**config.mk**
```make
export PLATFORM = sky130hd
export DESIGN_NAME = program_loader_flat
export DESIGN_NICKNAME = d
export VERILOG_FILES = /design/src/rtl/program_loader_pkg.sv /design/src/rtl/program_loader_if.sv /design/src/rtl/program_loader_byte_to_word.sv /design/src/rtl/program_loader.sv /design/src/flat_wrapper.sv
export SDC_FILE = /design/constraint.sdc
export NUM_CORES = 1
export LEC_CHECK = 0
export ABC_AREA = 1
export BUFFER_PORTS_ARGS = -buffer_cell sky130_fd_sc_hd__buf_4
export CELL_PAD_IN_SITES_DETAIL_PLACEMENT = 2
export CELL_PAD_IN_SITES_GLOBAL_PLACEMENT = 2
export CORE_MARGIN = 2
export CORE_UTILIZATION = 38
export DETAILED_ROUTE_END_ITERATION = 7
export PLACE_DENSITY_LB_ADDON = 0.1
export SYNTH_ARGS = -nofsm -noshare
export SYNTH_HDL_FRONTEND = slang
export SYNTH_SLANG_ARGS = --single-unit
```
**constraint.sdc**
```tcl
create_clock -name clk -period 2.78 [get_ports clk]
set_input_delay 0.278 -clock clk [delete_from_list [all_inputs] [get_ports clk]]
set_output_delay 0.278 -clock clk [all_outputs]
set_load 0.01 [all_outputs]
```
**src/rtl/program_loader_pkg.sv**
```systemverilog
// Shared state encoding and default response bytes for the boot program loader.
package program_loader_pkg;

    typedef enum logic [2:0] {
        S_LEN,
        S_CHECK,
        S_LOAD,
        S_ACK,
        S_RUN,
        S_ERR
    } state_e;

    localparam int          DEFAULT_IMEM_WORDS = 32;
    localparam int          DEFAULT_ADDR_W     = 5;
    localparam logic [7:0]  DEFAULT_ACK_BYTE   = 8'hAA;
    localparam logic [7:0]  DEFAULT_ERR_BYTE   = 8'hEE;

endpackage

```
**src/rtl/program_loader_if.sv**
```systemverilog
// Byte stream, transmit handshake, imem write port and core control of the loader.
interface program_loader_if #(
    parameter int ADDR_W = 5
) ();

    logic              rx_valid;
    logic [7:0]        rx_data;
    logic              tx_valid;
    logic [7:0]        tx_data;
    logic              tx_ready;
    logic              imem_we;
    logic [ADDR_W-1:0] imem_addr;
    logic [31:0]       imem_wdata;
    logic              core_rstn;
    logic              busy;
    logic              load_err;

    modport master (
        input  rx_valid, rx_data, tx_ready,
        output tx_valid, tx_data, imem_we, imem_addr, imem_wdata,
        output core_rstn, busy, load_err
    );

    modport slave (
        output rx_valid, rx_data, tx_ready,
        input  tx_valid, tx_data, imem_we, imem_addr, imem_wdata,
        input  core_rstn, busy, load_err
    );

endinterface

```
**src/rtl/program_loader_byte_to_word.sv**
```systemverilog
// Little-endian 4-byte assembler; word_valid pulses combinationally with the 4th byte.
module byte_to_word (
    input  logic        clk,
    input  logic        rstn,
    input  logic        byte_valid,
    input  logic [7:0]  byte_data,
    output logic [1:0]  byte_cnt,
    output logic        word_valid,
    output logic [31:0] word
);

    logic [1:0]  cnt_q, cnt_d;
    logic [23:0] shift_q, shift_d;

    // Earlier bytes slide down so the first byte ends up in bits 7:0.
    always_comb begin
        cnt_d   = cnt_q;
        shift_d = shift_q;
        if (byte_valid) begin
            cnt_d   = cnt_q + 2'd1;
            shift_d = {byte_data, shift_q[23:8]};
        end
    end

    assign word_valid = byte_valid && (cnt_q == 2'd3);
    assign word       = {byte_data, shift_q};
    assign byte_cnt   = cnt_q;

    always_ff @(posedge clk or negedge rstn) begin
        if (!rstn) begin
            cnt_q   <= '0;
            shift_q <= '0;
        end else begin
            cnt_q   <= cnt_d;
            shift_q <= shift_d;
        end
    end

endmodule

```
**src/rtl/program_loader.sv**
```systemverilog
// Boot sequencer: receives a length-prefixed program over the byte stream, writes imem,
// then acknowledges and releases the core (or reports a length error and keeps it in reset).
module program_loader
    import program_loader_pkg::*;
#(
    parameter int         IMEM_WORDS = DEFAULT_IMEM_WORDS,
    parameter int         ADDR_W     = DEFAULT_ADDR_W,
    parameter logic [7:0] ACK_BYTE   = DEFAULT_ACK_BYTE,
    parameter logic [7:0] ERR_BYTE   = DEFAULT_ERR_BYTE
) (
    input  logic           clk,
    input  logic           rstn,
    program_loader_if.master bus
);

    localparam int          CNT_W   = ADDR_W + 1;
    localparam logic [31:0] MAX_LEN = 32'(IMEM_WORDS);

    state_e             state_q, state_d;
    logic [31:0]        len_q, len_d;
    logic [CNT_W-1:0]   word_cnt_q, word_cnt_d;
    logic               imem_we_q, imem_we_d;
    logic [ADDR_W-1:0]  imem_addr_q, imem_addr_d;
    logic [31:0]        imem_wdata_q, imem_wdata_d;
    logic               tx_valid_q, tx_valid_d;
    logic [7:0]         tx_data_q, tx_data_d;
    logic               core_rstn_q, core_rstn_d;
    logic               busy_q, busy_d;
    logic               load_err_q, load_err_d;

    logic               byte_en;
    logic [1:0]         byte_cnt;
    logic               word_valid;
    logic [31:0]        word;

    // Bytes outside S_LEN/S_LOAD never reach the assembler, so its count stays frozen.
    assign byte_en = bus.rx_valid && ((state_q == S_LEN) || (state_q == S_LOAD));

    byte_to_word u_byte_to_word (
        .clk        (clk),
        .rstn       (rstn),
        .byte_valid (byte_en),
        .byte_data  (bus.rx_data),
        .byte_cnt   (byte_cnt),
        .word_valid (word_valid),
        .word       (word)
    );

    always_comb begin
        state_d      = state_q;
        len_d        = len_q;
        word_cnt_d   = word_cnt_q;
        imem_we_d    = 1'b0;
        imem_addr_d  = imem_addr_q;
        imem_wdata_d = imem_wdata_q;
        tx_valid_d   = tx_valid_q;
        tx_data_d    = tx_data_q;
        core_rstn_d  = core_rstn_q;
        load_err_d   = load_err_q;

        unique case (state_q)
            S_LEN: begin
                if (word_valid) begin
                    len_d   = word;
                    state_d = S_CHECK;
                end
            end
            S_CHECK: begin
                word_cnt_d = '0;
                if (len_q > MAX_LEN) begin
                    state_d    = S_ERR;
                    tx_valid_d = 1'b1;
                    tx_data_d  = ERR_BYTE;
                    load_err_d = 1'b1;
                end else if (len_q == '0) begin
                    state_d    = S_ACK;
                    tx_valid_d = 1'b1;
                    tx_data_d  = ACK_BYTE;
                end else begin
                    state_d = S_LOAD;
                end
            end
            S_LOAD: begin
                if (word_valid) begin
                    imem_we_d    = 1'b1;
                    imem_addr_d  = word_cnt_q[ADDR_W-1:0];
                    imem_wdata_d = word;
                    word_cnt_d   = word_cnt_q + 1'b1;
                end
                // Leave only after the final write cycle so imem_we stays inside S_LOAD.
                if (imem_we_q && (word_cnt_q == len_q[CNT_W-1:0])) begin
                    state_d    = S_ACK;
                    tx_valid_d = 1'b1;
                    tx_data_d  = ACK_BYTE;
                end
            end
            S_ACK: begin
                if (bus.tx_ready) begin
                    tx_valid_d  = 1'b0;
                    core_rstn_d = 1'b1;
                    state_d     = S_RUN;
                end
            end
            S_RUN: begin
            end
            S_ERR: begin
                if (tx_valid_q && bus.tx_ready) begin
                    tx_valid_d = 1'b0;
                end
            end
            default: begin
                state_d = S_LEN;
            end
        endcase

        busy_d = (state_d == S_LOAD) || (state_d == S_CHECK) ||
                 ((state_d == S_LEN) && (byte_en || (byte_cnt != 2'd0)));
    end

    always_ff @(posedge clk or negedge rstn) begin
        if (!rstn) begin
            state_q      <= S_LEN;
            len_q        <= '0;
            word_cnt_q   <= '0;
            imem_we_q    <= 1'b0;
            imem_addr_q  <= '0;
            imem_wdata_q <= '0;
            tx_valid_q   <= 1'b0;
            tx_data_q    <= '0;
            core_rstn_q  <= 1'b0;
            busy_q       <= 1'b0;
            load_err_q   <= 1'b0;
        end else begin
            state_q      <= state_d;
            len_q        <= len_d;
            word_cnt_q   <= word_cnt_d;
            imem_we_q    <= imem_we_d;
            imem_addr_q  <= imem_addr_d;
            imem_wdata_q <= imem_wdata_d;
            tx_valid_q   <= tx_valid_d;
            tx_data_q    <= tx_data_d;
            core_rstn_q  <= core_rstn_d;
            busy_q       <= busy_d;
            load_err_q   <= load_err_d;
        end
    end

    assign bus.imem_we    = imem_we_q;
    assign bus.imem_addr  = imem_addr_q;
    assign bus.imem_wdata = imem_wdata_q;
    assign bus.tx_valid   = tx_valid_q;
    assign bus.tx_data    = tx_data_q;
    assign bus.core_rstn  = core_rstn_q;
    assign bus.busy       = busy_q;
    assign bus.load_err   = load_err_q;

endmodule

```
**src/flat_wrapper.sv**
```systemverilog
// flat-port wrapper written by rule: the top's interface ports become plain ports
module program_loader_flat import program_loader_pkg::*;
#(
    parameter int         IMEM_WORDS = DEFAULT_IMEM_WORDS,
    parameter int         ADDR_W     = DEFAULT_ADDR_W,
    parameter logic [7:0] ACK_BYTE   = DEFAULT_ACK_BYTE,
    parameter logic [7:0] ERR_BYTE   = DEFAULT_ERR_BYTE
)
  (clk, rstn, bus_rx_valid, bus_rx_data, bus_tx_ready, bus_tx_valid, bus_tx_data, bus_imem_we, bus_imem_addr, bus_imem_wdata, bus_core_rstn, bus_busy, bus_load_err);
  program_loader_if #(.ADDR_W(ADDR_W)) bus_i ();
  input  logic clk;
  input  logic rstn;
  input wire logic [$bits(bus_i.rx_valid)-1:0] bus_rx_valid;
  input wire logic [$bits(bus_i.rx_data)-1:0] bus_rx_data;
  input wire logic [$bits(bus_i.tx_ready)-1:0] bus_tx_ready;
  output wire logic [$bits(bus_i.tx_valid)-1:0] bus_tx_valid;
  output wire logic [$bits(bus_i.tx_data)-1:0] bus_tx_data;
  output wire logic [$bits(bus_i.imem_we)-1:0] bus_imem_we;
  output wire logic [$bits(bus_i.imem_addr)-1:0] bus_imem_addr;
  output wire logic [$bits(bus_i.imem_wdata)-1:0] bus_imem_wdata;
  output wire logic [$bits(bus_i.core_rstn)-1:0] bus_core_rstn;
  output wire logic [$bits(bus_i.busy)-1:0] bus_busy;
  output wire logic [$bits(bus_i.load_err)-1:0] bus_load_err;
  assign bus_i.rx_valid = bus_rx_valid;
  assign bus_i.rx_data = bus_rx_data;
  assign bus_i.tx_ready = bus_tx_ready;
  assign bus_tx_valid = bus_i.tx_valid;
  assign bus_tx_data = bus_i.tx_data;
  assign bus_imem_we = bus_i.imem_we;
  assign bus_imem_addr = bus_i.imem_addr;
  assign bus_imem_wdata = bus_i.imem_wdata;
  assign bus_core_rstn = bus_i.core_rstn;
  assign bus_busy = bus_i.busy;
  assign bus_load_err = bus_i.load_err;
  program_loader #(.IMEM_WORDS(IMEM_WORDS), .ADDR_W(ADDR_W), .ACK_BYTE(ACK_BYTE), .ERR_BYTE(ERR_BYTE)) u_core (.clk(clk), .rstn(rstn), .bus(bus_i));
endmodule
```
==> out/metrics.yaml <==
drt:
  ant_nets: 0
  num_vias: 3557
  vias_per_cell: 5.01
  routed_wl_um: 12300
  drc: 0
  drt_pass1_iterations: 4
  wl_per_cell_um: 17.3
  drtIter0Drc: 108
critical_path:
  cp-endpoint: "u_core.len_q[23]"
  crit_path_start: "u_core.u_byte_to_word.byte_cnt[0]"
  r2r_cells: 7
  critPathArrivalTime_ns: 2.30
  r2r_slack_ns: 0.72
  crit_path_max_fanout: 53
  timing.rr.end: "u_core.len_q[23]"
  crit_path_end_kind: "register"
  crit_path_start_kind: "register"
  required_ns: 3.03
  criticalPathCategory: "reg2reg"
  reg2reg_from: "u_core.u_byte_to_word.byte_cnt[0]"
global_route:
  grt_max_degree: 54
  grt_pass1_wl_um: 20600
  gr-max-usage-layer: "met2"
  grt-ovfl-total: 0
  grt_usage: 0.204
  met1_usage: 0.241
  met2_usage: 0.377
  grt_pass1_vias: 3990
  grt.met3_usage: 0.0259
  antenna_found_initial: 0
power_and_ir_drop:
  cellPowerDensity_nw_per_um2: 883
  leakagePower_nw: 2.74
  ir_drop_uv: 296
  fin_total_pwr_mw: 4.84
logic_synthesis:
  synthCells: 505
  yosys_most_used_dff: "dfrtp_1"
  synth_xor_area_frac: 0.00380
  synth-compound-area-share: 0.111
  yosys-top-cells-area: "dfrtp_1 60%, nand2_1 12%, o21ai_0 5.9%, o21ai_1 4.2%, inv_1 4.2%"
  ys_types: 35
  synth_fa_ha_area_frac: 0.00815
  ys_warn_count: 0
  synth_top_family_by_area: "simple AND/OR/NAND/NOR gates"
  async_reset_ff_frac: 1.00
  avgSynthCellArea_sq_um: 9.12
  synth_edf_count: 0
  syn-cell-area_sq_um: 4600
  synth_top_area_cell: "dfrtp_1"
  yosysSeqAreaShare: 0.603
  synth_seq_cells: 111
  synthSimpleGateAreaFrac: 0.199
  muxShareOfSynthArea: 0
  netlist.area_leader.share: 0.603
clock_network:
  clock_latency_ns: 0.35
  cts_sinks: 111
  post_cts_buffers: 0
  cts_buffer_depth: 2
  cts_root_buf: "clkbuf_16"
  cts_buffers: 9
  htreeDepth: 3
  clkTransAtPathRegs_ns: 0.07
  cts_tree: "built"
final_layout:
  drive_above_1_share: 0.179
  final_common_cell: "nand2_1"
  nets: 573
  final_area_sq_um: 5480
  layout_common_cells: "143 x nand2_1, 111 x dfrtp_1, 63 x buf_4"
  antenna_cells: 0
  area_growth_pct: 18.9
placement:
  hpwlAfterDp_um: 8600
  placed_area_sq_um: 5150
  port_buffers: 59
  place_congestion: 0.762
timing:
  worstMarginPinSlew_ns: 0.888
  period_minus_slack_ns: 2.06
  final_hold_viol_count: 0
  setup_viol: 0
  fin_worst_skew_ns: 0.00528
  relSlewSlack: 0.407
  setup_tns_ns: 0
  fin_crit_sh: 0.739
  maxSlewViolCount: 0
  grt_setup_unrepaired: "false"
  holdWs_ns: 0.152
  max_freq_mhz: 487
floorplanning:
  die_y_um: 114
  initial_core_util: 0.387
  pin_count: 62
  die_area_sq_um: 13000
  num_rows: 40
  core-area_sq_um: 11900
  fp.dieW_um: 114
min_path:
  hp-class: "in2reg"
  min-delay-start: "bus_rx_data[2]"
status:
  outcome: "completed"
flow_run:
  drv_cap: 0
## cells in the mapped netlist (2+ instances only)
cell / instances
a21oi_1: 5
dfrtp_1: 111
o21ai_0: 54
nor3_1: 4
buf_4: 7
nand2_4: 3
inv_1: 51
nor2_4: 2
nand2_1: 143
nand3_2: 2
clkbuf_1: 6
nand4_1: 2
o21ai_1: 39
inv_2: 4
nor2_1: 30
nand2_2: 6
buf_2: 11
ha_1: 3
nand3_1: 6
## worst min path at each step
stage	end	slack, ns	cells past startpoint
6_report	u_core.u_byte_to_word.shift_q[18]	0.15	3
3_3_place_gp	u_core.state_q[2]	0.31	1
3_5_place_dp	u_core.bus.busy	0.33	1
2_1_floorplan	u_core.bus.busy	-0.02	0
4_1_cts	u_core.u_byte_to_word.shift_q[18]	0.15	3
5_1_grt	u_core.u_byte_to_word.shift_q[18]	0.17	3
## cells by family (layout without fill, tap and decap cells)
logic type	after synthesis	after routing
AND/OR/NAND/NOR	207	207
adder cells (fa/ha/maj)	3	3
other	1	2
flip-flops	111	111
buffers and inverters	80	137
AO/OA/AOI/OAI	101	101
XOR/XNOR	2	2
## sequential cells by signal (all words and copies together) (netlist names)
register                        flops
u_core.bus.imem_we                  1
u_core.bus.load_err                 1
u_core.bus.imem_wdata              32
u_core.word_cnt_q                   6
u_core.u_byte_to_word.shift_q      24
u_core.bus.busy                     1
u_core.len_q                       32
u_core.u_byte_to_word.byte_cnt      2
u_core.bus.core_rstn                1
u_core.bus.imem_addr                5
u_core.bus.tx_data                  2
u_core.bus.tx_valid                 1
u_core.state_q                      3
## metrics by stage
step | setup slack, ns | instances | util
floorplan | 1.37 | 506 | -
CTS | 0.704 | 710 | 0.460
global placement | 0.939 | 693 | 0.433
global route | 0.527 | 710 | 0.460
detailed placement | 0.787 | 693 | 0.433
finish | 0.725 | 710 | 0.460
## area by class of cell
| cell class | count | area [sq um] |
|---|---|---|
| Timing Repair Buffer | 65 | 503 |
| Tap cell | 147 | 184 |
| Clock inverter | 2 | 37.5 |
| Clock buffer | 14 | 274 |
| Inverter | 56 | 210 |
| Fill cell | 1317 | 6430 |
| Sequential cell | 111 | 2780 |
| Multi-Input combinational cell | 315 | 1490 |
## power by group
part           internal, mW  total, mW  switching, mW
Clock                 0.775       1.36          0.587
Combinational         0.412       1.16          0.749
Sequential             2.02       2.31          0.289
Total                  3.21       4.84           1.62
## layer usage
metal	part of all wire	routed length, um
met2	0.55	6730
met3	0.020	241
met5	0	0
met1	0.42	5120
met4	0.016	202
## worst max-delay path: stages (launching register included)
cell     delay [ns]
dfrtp_1        0.41
ha_1           0.27
nand2_2        0.09
nor2_2         0.03
buf_4          0.17
inv_2          0.65
nand2_1        0.15
o21ai_1        0.17
## what timing repair did
action | CTS | global route
hold buffers | 1 | 0
resized for setup | 0 | 0
hold endpoints to repair | 43 | 0
Note: power is estimated with default switching activity, not from simulation.
